--- src/rtl/twos_complement_seq.sv ---
// Chunk-serial two's-complement unit (pass / negate / abs) with start/busy/done handshake.
// Optional TWOS_OVF_DETECT_EN adds the registered ovf output for negating the most negative value.
module twos_complement_seq #(
  parameter int WIDTH = 64,
  parameter int CHUNK = 16
) (
  input  logic             clk,
  input  logic             rst,
  input  logic             start,
  input  logic [1:0]       mode,
  input  logic [WIDTH-1:0] inp,
  output logic             busy,
  output logic             done,
  output logic [WIDTH-1:0] out
`ifdef TWOS_OVF_DETECT_EN
  ,
  output logic             ovf
`endif
);

  localparam int N  = WIDTH / CHUNK;
  localparam int IW = (N > 1) ? $clog2(N) : 1;
  localparam logic [IW-1:0]    LAST = IW'(N - 1);
  localparam logic [WIDTH-1:0] MINV = {1'b1, {(WIDTH - 1){1'b0}}};

  generate
    if (WIDTH % CHUNK != 0) begin : g_bad_chunk
      $error("twos_complement_seq: CHUNK must divide WIDTH");
    end
  endgenerate

  typedef enum logic {
    IDLE,
    RUN
  } state_t;

  state_t           state;
  state_t           state_nxt;
  logic             accept;
  logic             last;
  logic             eff_neg;
  logic [WIDTH-1:0] opreg;
  logic             negop;
  logic             carry;
  logic [IW-1:0]    idx;
  logic [CHUNK-1:0] op_chunk;
  logic [CHUNK:0]   sum;

  // abs negates only when the operand is negative; mode 11 aliases negate
  always_comb begin
    eff_neg = 1'b0;
    unique case (mode)
      2'b00:   eff_neg = 1'b0;
      2'b01:   eff_neg = 1'b1;
      2'b10:   eff_neg = inp[WIDTH-1];
      default: eff_neg = 1'b1;
    endcase
  end

  always_ff @(posedge clk) begin
    if (rst) state <= IDLE;
    else     state <= state_nxt;
  end

  always_comb begin
    state_nxt = state;
    accept    = 1'b0;
    last      = 1'b0;
    unique case (state)
      IDLE: begin
        if (start) begin
          accept    = 1'b1;
          state_nxt = RUN;
        end
      end
      RUN: begin
        if (idx == LAST) begin
          last      = 1'b1;
          state_nxt = IDLE;
        end
      end
      default: state_nxt = IDLE;
    endcase
  end

  assign busy = (state == RUN);

  always_comb begin
    op_chunk = '0;
    for (int k = 0; k < N; k++) begin
      if (idx == IW'(k)) op_chunk = opreg[k*CHUNK +: CHUNK];
    end
  end

  // pass mode keeps carry at 0, so one adder serves both ops
  assign sum = {1'b0, (negop ? ~op_chunk : op_chunk)} + {{CHUNK{1'b0}}, carry};

  always_ff @(posedge clk) begin
    if (rst) begin
      opreg <= '0;
      negop <= 1'b0;
      carry <= 1'b0;
      idx   <= '0;
      out   <= '0;
      done  <= 1'b0;
`ifdef TWOS_OVF_DETECT_EN
      ovf   <= 1'b0;
`endif
    end else begin
      done <= last;
      if (accept) begin
        opreg <= inp;
        negop <= eff_neg;
        carry <= eff_neg;
        idx   <= '0;
      end else if (state == RUN) begin
        for (int k = 0; k < N; k++) begin
          if (idx == IW'(k)) out[k*CHUNK +: CHUNK] <= sum[CHUNK-1:0];
        end
        carry <= sum[CHUNK];
        idx   <= idx + IW'(1);
`ifdef TWOS_OVF_DETECT_EN
        if (last) ovf <= negop && (opreg == MINV);
`endif
      end
    end
  end

endmodule

--- config.mk ---
export PLATFORM = sky130hd
export DESIGN_NAME = twos_complement_seq
export DESIGN_NICKNAME = d
export VERILOG_FILES = /design/src/rtl/twos_complement_seq.sv
export SDC_FILE = /design/constraint.sdc
export NUM_CORES = 1
export LEC_CHECK = 0
export CAP_MARGIN = 20
export CELL_PAD_IN_SITES_DETAIL_PLACEMENT = 0
export CELL_PAD_IN_SITES_GLOBAL_PLACEMENT = 2
export CORE_AREA = 4 4 144 146
export CTS_BUF_LIST = sky130_fd_sc_hd__clkbuf_16
export CTS_CLUSTER_SIZE = 40
export DETAILED_ROUTE_END_ITERATION = 7
export DIE_AREA = 0 0 148 150
export GPL_ROUTABILITY_DRIVEN = 0
export MAX_ROUTING_LAYER = met4
export PLACE_DENSITY_LB_ADDON = 0.1
export REMOVE_ABC_BUFFERS = 1
export SLEW_MARGIN = 20
export SYNTH_ARGS = -nofsm -noshare
export SYNTH_HDL_FRONTEND = slang
export SYNTH_SLANG_ARGS = --single-unit
--- constraint.sdc ---
create_clock -name clk -period 5.33 [get_ports clk]
set_clock_uncertainty 0.05 [all_clocks]
set_input_delay 0.533 -clock clk [delete_from_list [all_inputs] [get_ports clk]]
set_output_delay 0.533 -clock clk [all_outputs]
set_load 0.02 [all_outputs]
## Word-level counts from Yosys, hierarchy flattened

Cells that the tools add are included.

| cells by class | value |
|---|---|
| $add $sub $neg | 2 |
| eq/ne operators | 4 |
| mux-type cells | 13 |
| bitwise gates (word level) | 3 |
| reductions and logical operators | 9 |

Operator list:

| operator | count |
|---|---|
| $mux 16 | 5 |
| $add 16x1->17 | 1 |
| $not 16->16 | 1 |
| $reduce_and 3->1 | 4 |
| $eq 2x2->1 const B | 3 |
| $mux 1 | 6 |
| $logic_not 2->1 | 2 |
| $pmux 1 s2 | 2 |
| $reduce_or 2->1 | 2 |
| $add 2x1->2 const B | 1 |
| $eq 2x1->1 const B | 1 |
| $not 1->1 | 2 |
| $reduce_bool 2->1 | 1 |

| storage, ports and cells | value |
|---|---|
| bits in registers | 134 |
| bits of input ports | 69 |
| output and inout bits | 66 |

## Logic depth before layout (Yosys ltp)

Gate-level depths: netlist of run 1.

| logic depth | value |
|---|---|
| depth after elaboration | 10 |
| depth in mapped cells | 19 |
| depth with buffers taken out | 17 |

## Worst setup path before layout of run 1

No wires, ideal clock.

| timing | value |
|---|---|
| path kind | reg2reg |
| from | register idx[1] |
| to | register out[12] |
| setup time | 0.091 ns |
| data arrival time | 3.645 ns |
| path slack | 1.544 ns |
| stages on the path, launching flop included | 20 |
| buffers on the path | 3 |
| period minus slack after synthesis | 3.786 ns |
| path through | dfxtp_1 inv_1 ha_1 buf_4 buf_6 buf_2 nor2_1 a21oi_1 nor2_1 a21oi_1 o21ai_0 xnor2_1 ha_1 ha_1 nand2_1 nor2_1 a32oi_4 o41a_1 or3b_4 a311oi_1 |

| between the ends | value |
|---|---|
| cells in the longest elaborated chain, start to end | 8 |
| elaborated cells between the ends (all ways) | 12 |
| classes of those cells | add/sub: 1; eq/ne: 3; mux: 5; bitwise: 1; reduce/logical: 2 |

Ends and longest elaborated chain:

| element | RTL line | source |
|---|---|---|
| from (decl) | 45 | `logic [IW-1:0] idx;` |
| from (signal assigned) | 121 | `idx <= idx + IW'(1);` |
| $logic_not 2->1 | 91, 118 |  |
| $mux 16 (4 in series) | 91 | `if (idx == IW'(k)) op_chunk = opreg[k*CHUNK +: CHUNK];` |
| $not 16->16 | 96 | `assign sum = {1'b0, (negop ? ~op_chunk : op_chunk)} + {{CHUNK{1'b0}}, carry};` |
| $mux 16 | 96 |  |
| $add 16x1->17 | 96 |  |
| to (signal, indexed assignment) | 118 | `if (idx == IW'(k)) out[k*CHUNK +: CHUNK] <= sum[CHUNK-1:0];` |
| to (decl) | 14 | `output logic [WIDTH-1:0] out` |

Parallel ways exist; a longest one is shown, timed or not.
A chain may end at the register's enable or synchronous reset.

## Worst setup path in the final report of run 1

| timing | value |
|---|---|
| from | register idx[0] |
| to | register out[12] |

The elaborated chain is that of the path after synthesis.

==> results of run 1 <==
-- worst paths after layout --
check	cells past startpoint	start	endpoint
hold / removal	2	out[7]$_SDFFE_PP0P_	out[7]$_SDFFE_PP0P_
hold reg to reg	2	out[7]$_SDFFE_PP0P_	out[7]$_SDFFE_PP0P_
setup / recovery	12	idx[0]$_SDFFE_PP0P_	out[12]$_SDFFE_PP0P_
setup reg to reg	12	idx[0]$_SDFFE_PP0P_	out[12]$_SDFFE_PP0P_
-- registers in the layout, indices dropped and copies added, names as in the netlist --
| name | cells |
|---|---|
| busy | 1 |
| carry | 1 |
| done | 1 |
| idx | 2 |
| negop | 1 |
| opreg | 64 |
| out | 64 |
-- worst register-to-register path: cells and delay by family (launching register included) --
| kind | cells | cell delay (ns) |
|---|---|---|
| xor+xnor | 1 | 0.18 |
| simple gates | 3 | 0.72 |
| compound gates | 5 | 1.43 |
| fa+ha+maj | 2 | 0.90 |
| flops | 1 | 0.39 |
| buf+inv | 1 | 0.32 |
-- cell type report --
class | instances | area, sq um | share of cell area
clock buffers | 17 | 425.4 | 0.05437
inverters | 8 | 30.03 | 0.003838
flip-flops and latches | 134 | 2683 | 0.3428
multi-input cells | 418 | 2864 | 0.3660
clock inverters | 14 | 95.09 | 0.01215
repair buffers | 142 | 1396 | 0.1784
well taps | 265 | 331.6 | 0.04237
-- logic make-up after synthesis --
| group | synth area share |
|---|---|
| buf+inv | 0.04121 |
| compound gates | 0.2789 |
| xor+xnor | 0.02884 |
| simple gates | 0.1696 |
| mux | 0.003470 |
| flops | 0.4650 |
| fa+ha+maj | 0.01301 |
-- layout by cell type (no fill, tap or decap), types with 3 or more instances in the layout --
cell type and n:
a211oi_4 3, nand3b_1 16, a22oi_1 3, nand4_1 3, clkbuf_16 17, clkdlybuf4s50_1 133
nor4_1 4, a21oi_1 36, nor3b_2 3, a211oi_1 31, xnor2_1 16, xor2_1 3
a311oi_1 4, a22o_1 68, o211ai_1 6, o21ai_0 13, a211oi_2 5, a2111oi_2 3
dfxtp_1 134, inv_1 9, nand3_1 5, clkinv_1 3, a221o_1 5, buf_4 8
clkinv_2 7, and2_1 5, ha_1 6, nor2_1 52, a31oi_1 4, nand2_1 64
nor3b_1 6, nand2b_1 5, nor2b_1 11
-- per-layer routing --
| layer | vias up | wire length [um] | track usage |
|---|---|---|---|
| met4 | 0 | 188 | 0.04665 |
| met1 | 2327 | 8245 | 0.2084 |
| met3 | 13 | 816 | 0.03846 |
| met2 | 121 | 7694 | 0.2352 |
| li1 | 2470 | - | - |
| met5 | - | 0 | - |
-- metrics by stage --
step | utilization | area [sq um]
after floorplan | - | 5562
after global placement | 0.3765 | 7305
after detailed placement | 0.3765 | 7305
after CTS | 0.4034 | 7825
after global routing | 0.4034 | 7825
final | 0.4034 | 7825
-- power by group --
| part | switching [uW] | internal [uW] | leakage [uW] |
|---|---|---|---|
| Combinational | 187 | 159 | 0.00141 |
| Clock | 420 | 624 | 0.000261 |
| Sequential | 34.8 | 1050 | 0.00109 |
| Total | 642 | 1830 | 0.00276 |
==> reports/results.txt, run 1 <==
Async S/R FF share, synth -> 0
Hold Path Class -> reg -> reg
H-tree Lvls -> 4
Post-Synthesis Cells -> 606
postcts setup bufs -> 0
Synth Flop Type -> dfxtp_1
worst setup margin -> 1.251 ns
slowest stage cell, crit path -> ha_1
PD cells -> 316.2 mW/mm^2
CTS tree -> built
worst slew pin tran -> 1.013 ns
n_diodes -> 0
number of clock sinks -> 134
Total Power Consumption -> 2474 uW
largest net degree at the start of global routing -> 51
initial core utilization -> 0.2974
RSZ-0062 raised after global routing -> false
first-pass GRT wire length -> 26.62 mm
top post-synthesis cells by area -> dfxtp_1 46%, a22o_1 10%, nand2_1 4.2%, a211oi_1 4.0%, nor2_1 3.4%
CP peak stage delay -> 0.57 ns
Setup Viol. Count Final -> 0
Arrival @ worst endpoint -> 4.34 ns
layout net count -> 796
final hold slack -> 0.4013 ns
area leader, netlist -> dfxtp_1
Pleak -> 0.002763 uW
critical path cell sequence -> ha_1 -> buf_4 -> a211oi_1 -> a211oi_2 -> xnor2_1 -> ha_1 -> nand2_1 -> nor2_1 -> a32oi_4 -> o41a_1 -> or3b_4 -> a311oi_1
worst reg2reg setup slack -> 1.25 ns
chip width -> 148 um
Slew Limit Fails -> 0
antenna violations before repair -> 0
startpoint types -> flip-flop
Clk Latency, worst-skew pair -> 0.41 ns
DR iter-0 viols -> 218
Placed Cells -> 967
antenna-violating nets left -> 0
vias in the first global route -> 4802
Synth top cells by count -> 134 x dfxtp_1, 68 x a22o_1, 64 x nand2_1
Fillers -> 1969
total die area -> 0.02220 sq mm
# DRC -> 0
most common cell in the netlist -> dfxtp_1
max_slew headroom -> 0.3247
synth unique cells -> 64
number of enable flip-flop cells after synthesis -> 0
Hold-fix buffers, CTS -> 0
Core ar. -> 0.01940 sq mm
crit path capture type -> flip-flop
Syn Std Cell Area -> 0.005769 sq mm
clk buf depth -> 2
vias per inst -> 4.941
CP max FO -> 18
Achievable Freq -> 245.2 MHz
CP required -> 5.60 ns
Port-buffer cells -> 134
Synth top area share -> 0.4650
setup TNS -> 0 ns
DP HPWL -> 12.52 mm
total global-route track usage -> 0.1562
Boundary Pins -> 135
Post-Syn Area per Cell -> 9.520 sq um
Final Non-Filler Cells -> 998
Max Cap Viol -> 0
worst setup path class -> reg -> reg
clock slew seen by the registers of the worst setup and hold paths -> 0.06 ns
layout cells sized above 1 -> 0.08049
Tmin final -> 4.079 ns
post_cts resized -> 0
critical path's most frequent cell -> ha_1
dpl ws -> 1.233 ns
Final period util -> 0.7653
CP Buf/Inv Count -> 1
sequential share of the synthesized area -> 0.4650
synthesis-to-finish area growth -> 35.63%
DR vias -> 4931
Final Hold Vio Count -> 0
clock root buffer -> clkbuf_16
grt ovf -> 0
yosys warns -> 0
WL final -> 16.95 mm
first-pass detailed-route iteration total -> 7
total CTS buffers -> 17
Worst IR Drop VDD -> 0.2185 mV
status -> finished clean
wire per inst -> 16.98 um
Seq cells post-synth -> 134
die height -> 150 um
delay-heaviest family, CP -> compound AO/OA/AOI/OAI gates
row cnt -> 51
Power figures use the tool's default switching activity.
==> run 2, diff against run 1 <==
- CORE_AREA: 4 4 144 146 -> 4 4 152 154
- DIE_AREA: 0 0 148 150 -> 0 0 156 158
- clock period: 5.33 -> 3.4 ns (I/O delays scaled with it)
==> run 2 against run 1 <==
Net effect:
- sequential share of layout area decreased by 1.3 points
- global-route usage decreased by 0.43 points
- die area increased by 11%
- design area increased by 4.0%
- first-iteration DRC count increased by 19%
- clock power increased by 63%
- flip-flop and latch count unchanged
==> reports/results.txt, run 2 (synthesized netlist as in run 1, its figures left out) <==
antenna-violating nets left -> 0
Fillers -> 2170
DR vias -> 5061
Port-buffer cells -> 134
commonest non-fill, non-tap cell in the layout -> clkdlybuf4s50_1
worst slew pin tran -> 0.7240 ns
Pleak -> 0.002906 uW
crit path capture type -> flip-flop
most frequent cells in the layout -> 133 x clkdlybuf4s50_1, 132 x dfxtp_1, 68 x a22o_1
Slew Limit Fails -> 0
Achievable Freq -> 307.1 MHz
vias per inst -> 4.848
Cell Area, Placed -> 0.007548 sq mm
first-pass detailed-route iteration total -> 5
Max Cap Viol -> 0
total die area -> 0.02465 sq mm
Setup Viol. Count Final -> 0
Tmin final -> 3.257 ns
total global-route track usage -> 0.1518
layout net count -> 827
clock root buffer -> clkbuf_16
max_slew headroom -> 0.5173
CP peak stage delay -> 0.45 ns
DR iter-0 viols -> 259
status -> finished clean
Hold-fix buffers, CTS -> 0
layout cells sized above 1 -> 0.1374
largest net degree at the start of global routing -> 68
DP HPWL -> 13.66 mm
row cnt -> 54
Arrival @ worst endpoint -> 3.53 ns
final hold slack -> 0.3694 ns
Placed Cells -> 1012
clock slew seen by the registers of the worst setup and hold paths -> 0.06 ns
antenna violations before repair -> 0
Final Non-Filler Cells -> 1044
clk buf depth -> 2
CP max FO -> 4
Finished Cell Area -> 0.008140 sq mm
PD cells -> 489.1 mW/mm^2
synthesis-to-finish area growth -> 41.10%
vias in the first global route -> 4911
startpoint types -> flip-flop
critical path cell sequence -> inv_1 -> ha_2 -> nand2_1 -> nor2_2 -> a21oi_1 -> nor2_1 -> a21oi_1 -> o21ai_1 -> xnor2_1 -> ha_2 -> ha_1 -> nand2_1 -> nor2_2 -> a32oi_4 -> o41a_1 -> or3b_4 -> a311oi_2
total CTS buffers -> 17
Final Hold Vio Count -> 0
slowest stage cell, crit path -> o41a_1
Clk Latency, worst-skew pair -> 0.42 ns
die height -> 158 um
Final period util -> 0.9578
initial core utilization -> 0.2660
Boundary Pins -> 135
# DRC -> 0
CTS tree -> built
Hold Path Class -> in -> reg
Worst IR Drop VDD -> 0.3167 mV
chip width -> 156 um
Core ar. -> 0.02169 sq mm
H-tree Lvls -> 4
WL final -> 18.25 mm
worst setup path class -> reg -> reg
wire per inst -> 17.48 um
CP required -> 3.68 ns
top flop regs -> opreg: 64 flops, out: 64 flops, idx: 2 flops
number of clock sinks -> 134
first-pass GRT wire length -> 28.39 mm
n_diodes -> 0
grt ovf -> 0
run 2: cell types whose count changed in the layout (fill, tap and decap cells not counted), sizes merged:
cell / before / now
buf: 9 / 40
clkinv: 10 / 9
inv: 9 / 10
run 2: where the power goes:
group / internal [uW] / switching [uW]
clock network: 992 / 698
registers: 1640 / 47.6
logic: 281 / 318
total: 2920 / 1060
run 2: worst paths after layout:
| kind | from | to | slack [ns] | cells after the start |
|---|---|---|---|---|
| worst max-delay path | idx[0]$_SDFFE_PP0P_ | out[44]$_SDFFE_PP0P_ | 0.14 | 17 |
| worst max register to register | idx[0]$_SDFFE_PP0P_ | out[44]$_SDFFE_PP0P_ | 0.14 | 17 |
| worst min-delay path | rst | carry$_SDFFE_PP0P_ | 0.37 | 2 |
| worst min register to register | out[52]$_SDFFE_PP0P_ | out[52]$_SDFFE_PP0P_ | 0.40 | 2 |
run 2: per-stage QoR:
stage               setup WS, ns  utilization    TNS [ns]  power [uW]
floorplan                -0.4122            -      -9.231        2023
global placement          0.1344       0.3480           0        2318
detailed placement    -0.0002172       0.3480  -0.0002172        2323
CTS                      0.01190       0.3729           0        4019
global route            -0.05052       0.3753     -0.1717        4146
finish                    0.1434       0.3753           0        3981
run 2: final cells by class:
class,count,area [sq um],area share
Timing Repair Buffer,173,1629,0.2001
Clock buffer,17,425.4,0.05226
Tap cell,280,350.3,0.04304
Sequential cell,134,2688,0.3302
Inverter,8,30.03,0.003689
Multi-Input combinational cell,418,2907,0.3571
Clock inverter,14,111.4,0.01368
run 2: layer usage:
layer | wire length [um] | GRT usage
met1 | 8761 | 0.2042
met2 | 8346 | 0.2328
met3 | 960 | 0.03171
met4 | 177 | 0.04043
met5 | 0 | -
run 2: timing repair:
item	4_1_cts	5_1_grt
gates cloned	0	0
setup endpoints to repair	1	31
pin swaps	0	8
resized for setup	1	15
buffers inserted	0	1
run 2: critical path: cells and delay by family, from the launching register on:
family          cells  cell delay, ns
simple gates        6            0.82
fa+ha+maj           3            0.57
buf+inv             1            0.06
xor+xnor            1            0.19
flops               1            0.36
compound gates      6            1.12
==> patch, RTL diff (settings of run 1) <==
The parameter `WIDTH` goes from 64 to 32.
--- a/src/rtl/twos_complement_seq.sv
+++ b/src/rtl/twos_complement_seq.sv
@@ -2,5 +2,5 @@
 // Optional TWOS_OVF_DETECT_EN adds the registered ovf output for negating the most negative value.
 module twos_complement_seq #(
-  parameter int WIDTH = 64,
+  parameter int WIDTH = 32,
   parameter int CHUNK = 16
 ) (
Ports: changed (resized inp and out); port bits go from 135 to 71. No check against the original RTL was run, so the function may have changed too.
==> patch against run 1 <==
  * Sequential power shrank 46%
  * Synthesized area shrank 39%
  * Critical path depth shrank 3
  * Combinational power shrank 29%
  * Cell area shrank 40%
  * Synthesized cell count shrank 30%
  * Wire length shrank 32%
  * Critical path type unchanged
  * Sequential cell count shrank 65
  * Setup slack gained 0.80 ns
  * Via count shrank 37%
  * Global-route usage shrank 4.5 points
  * Power shrank 46%
==> patch: results <==
critical_path:
  worst_path_max_delay_cell: "a211oi_1"
  r2r_end: "out[30]$_SDFFE_PP0P_"
  critical_path.startpoint: "idx$_SDFFE_PP0P_"
  worst-path-max-fanout: 14
  cp_slowest_stage_delay_ns: 0.72
  critPathCaptureType: "flip-flop"
  worst-endpoint-arrival_ns: 3.46
  timing.reg2reg.worst_path_depth: 9
  family_of_cells_with_the_greatest_summed_delay_on_the_critical_path: "compound AO/OA/AOI/OAI gates"
yosys:
  synth_common_cells: "86 x nand2_1, 69 x dfxtp_1, 41 x a21oi_1"
  synth.yosys.seq_area_share: 0.394
  syn_inst: 422
  synthDistinctLibCells: 50
  synth_area_leaders: "dfxtp_1 39%, nand2_1 9.2%, a21oi_1 5.9%"
  fraction_of_registers_with_async_set_reset: 0
global_route:
  global_route_wire_length_before_repair_mm: 18.3
  grt_start_max_net_pins: 56
  groute.layer.met1.usage: 0.144
  global_route.usage.total: 0.111
  met2_usage: 0.172
  groute.layer.met3.usage: 0.0285
worst_hold_path:
  worst_hold_startpoint: "out[23]$_SDFFE_PP0P_"
  holdPathStages: 2
  timing.hold.worst_endpoint: "out[23]$_SDFFE_PP0P_"
cells_and_area:
  antennaDiodeCount: 0
  layout.core_utilization: 0.242
  nFillCells: 2169
  biggestRegsByFlops: "opreg x32, out x32"
  drive_above_1_share: 0.0667
  final_net_count: 515
power:
  p_sw_mw: 0.386
  clock_power_share: 0.388
  power_frac_seq: 0.429
  clock_power_mw: 0.522
  leakage_nw: 1.57
  vdd.ir_drop.worst_mv: 0.136
place:
  io_buffers: 70
  placed_cell_areas_um2: 4440
  place.detailed.hpwl_mm: 8.34
  dpl_worst_slack_ns: 2.03
  dp_cells: 730
routing:
  detail_route.vias_per_cell: 4.19
  drt-met1-wl_mm: 5.60
  detailedRoute.firstPassIterationCount: 4
  routed-wl-met2_mm: 5.23
  routed_wire_length_per_instance_um: 15.4
  initialDrtViolationCount: 147
  route.vias.total: 3122
  wl_met3_um: 467
cts:
  clkLatencyLatePin_ns: 0.34
  htree_levels: 3
  clk_path_buf_depth: 2
  inserted_clock_buffers: 9
  postCtsSetupBuffers: 0
  post_cts_resized: 0
sta:
  period_minus_slack_ns: 3.28
  worstMarginPinSlew_ns: 0.824
  whs_ns: 0.400
outcome:
  status: "finished, final reports clean"
## patch: cell count changes in the layout (fill, tap and decap cells not counted), sizes merged, moves of 13 or more
| cell | delta |
|---|---|
| dfxtp | -65 |
| a211oi | -30 |
| nand3b | -14 |
| nor2 | -24 |
| clkdlybuf4s50 | -64 |
| a22o | -66 |
| nand2 | +22 |
| mux2i | +13 |
## patch: final cells by class
type                            instances  share of cell area
Multi-Input combinational cell        317               0.420
Sequential cell                        69               0.295
Inverter                                2             0.00160
Tap cell                              265              0.0707
Clock buffer                            9              0.0480
Clock inverter                          6             0.00507
Timing Repair Buffer                   77               0.160
## patch: cell families (layout without fill, tap and decap cells)
family          count (synthesis)  count (layout)  share of synthesized area
mux                            21              21                     0.0782
flops                          69              69                      0.394
compound gates                 98              98                      0.187
fa+ha+maj                       2               2                    0.00714
buf+inv                        36              94                     0.0443
simple gates                  171             171                      0.227
xor+xnor                       25              25                     0.0625
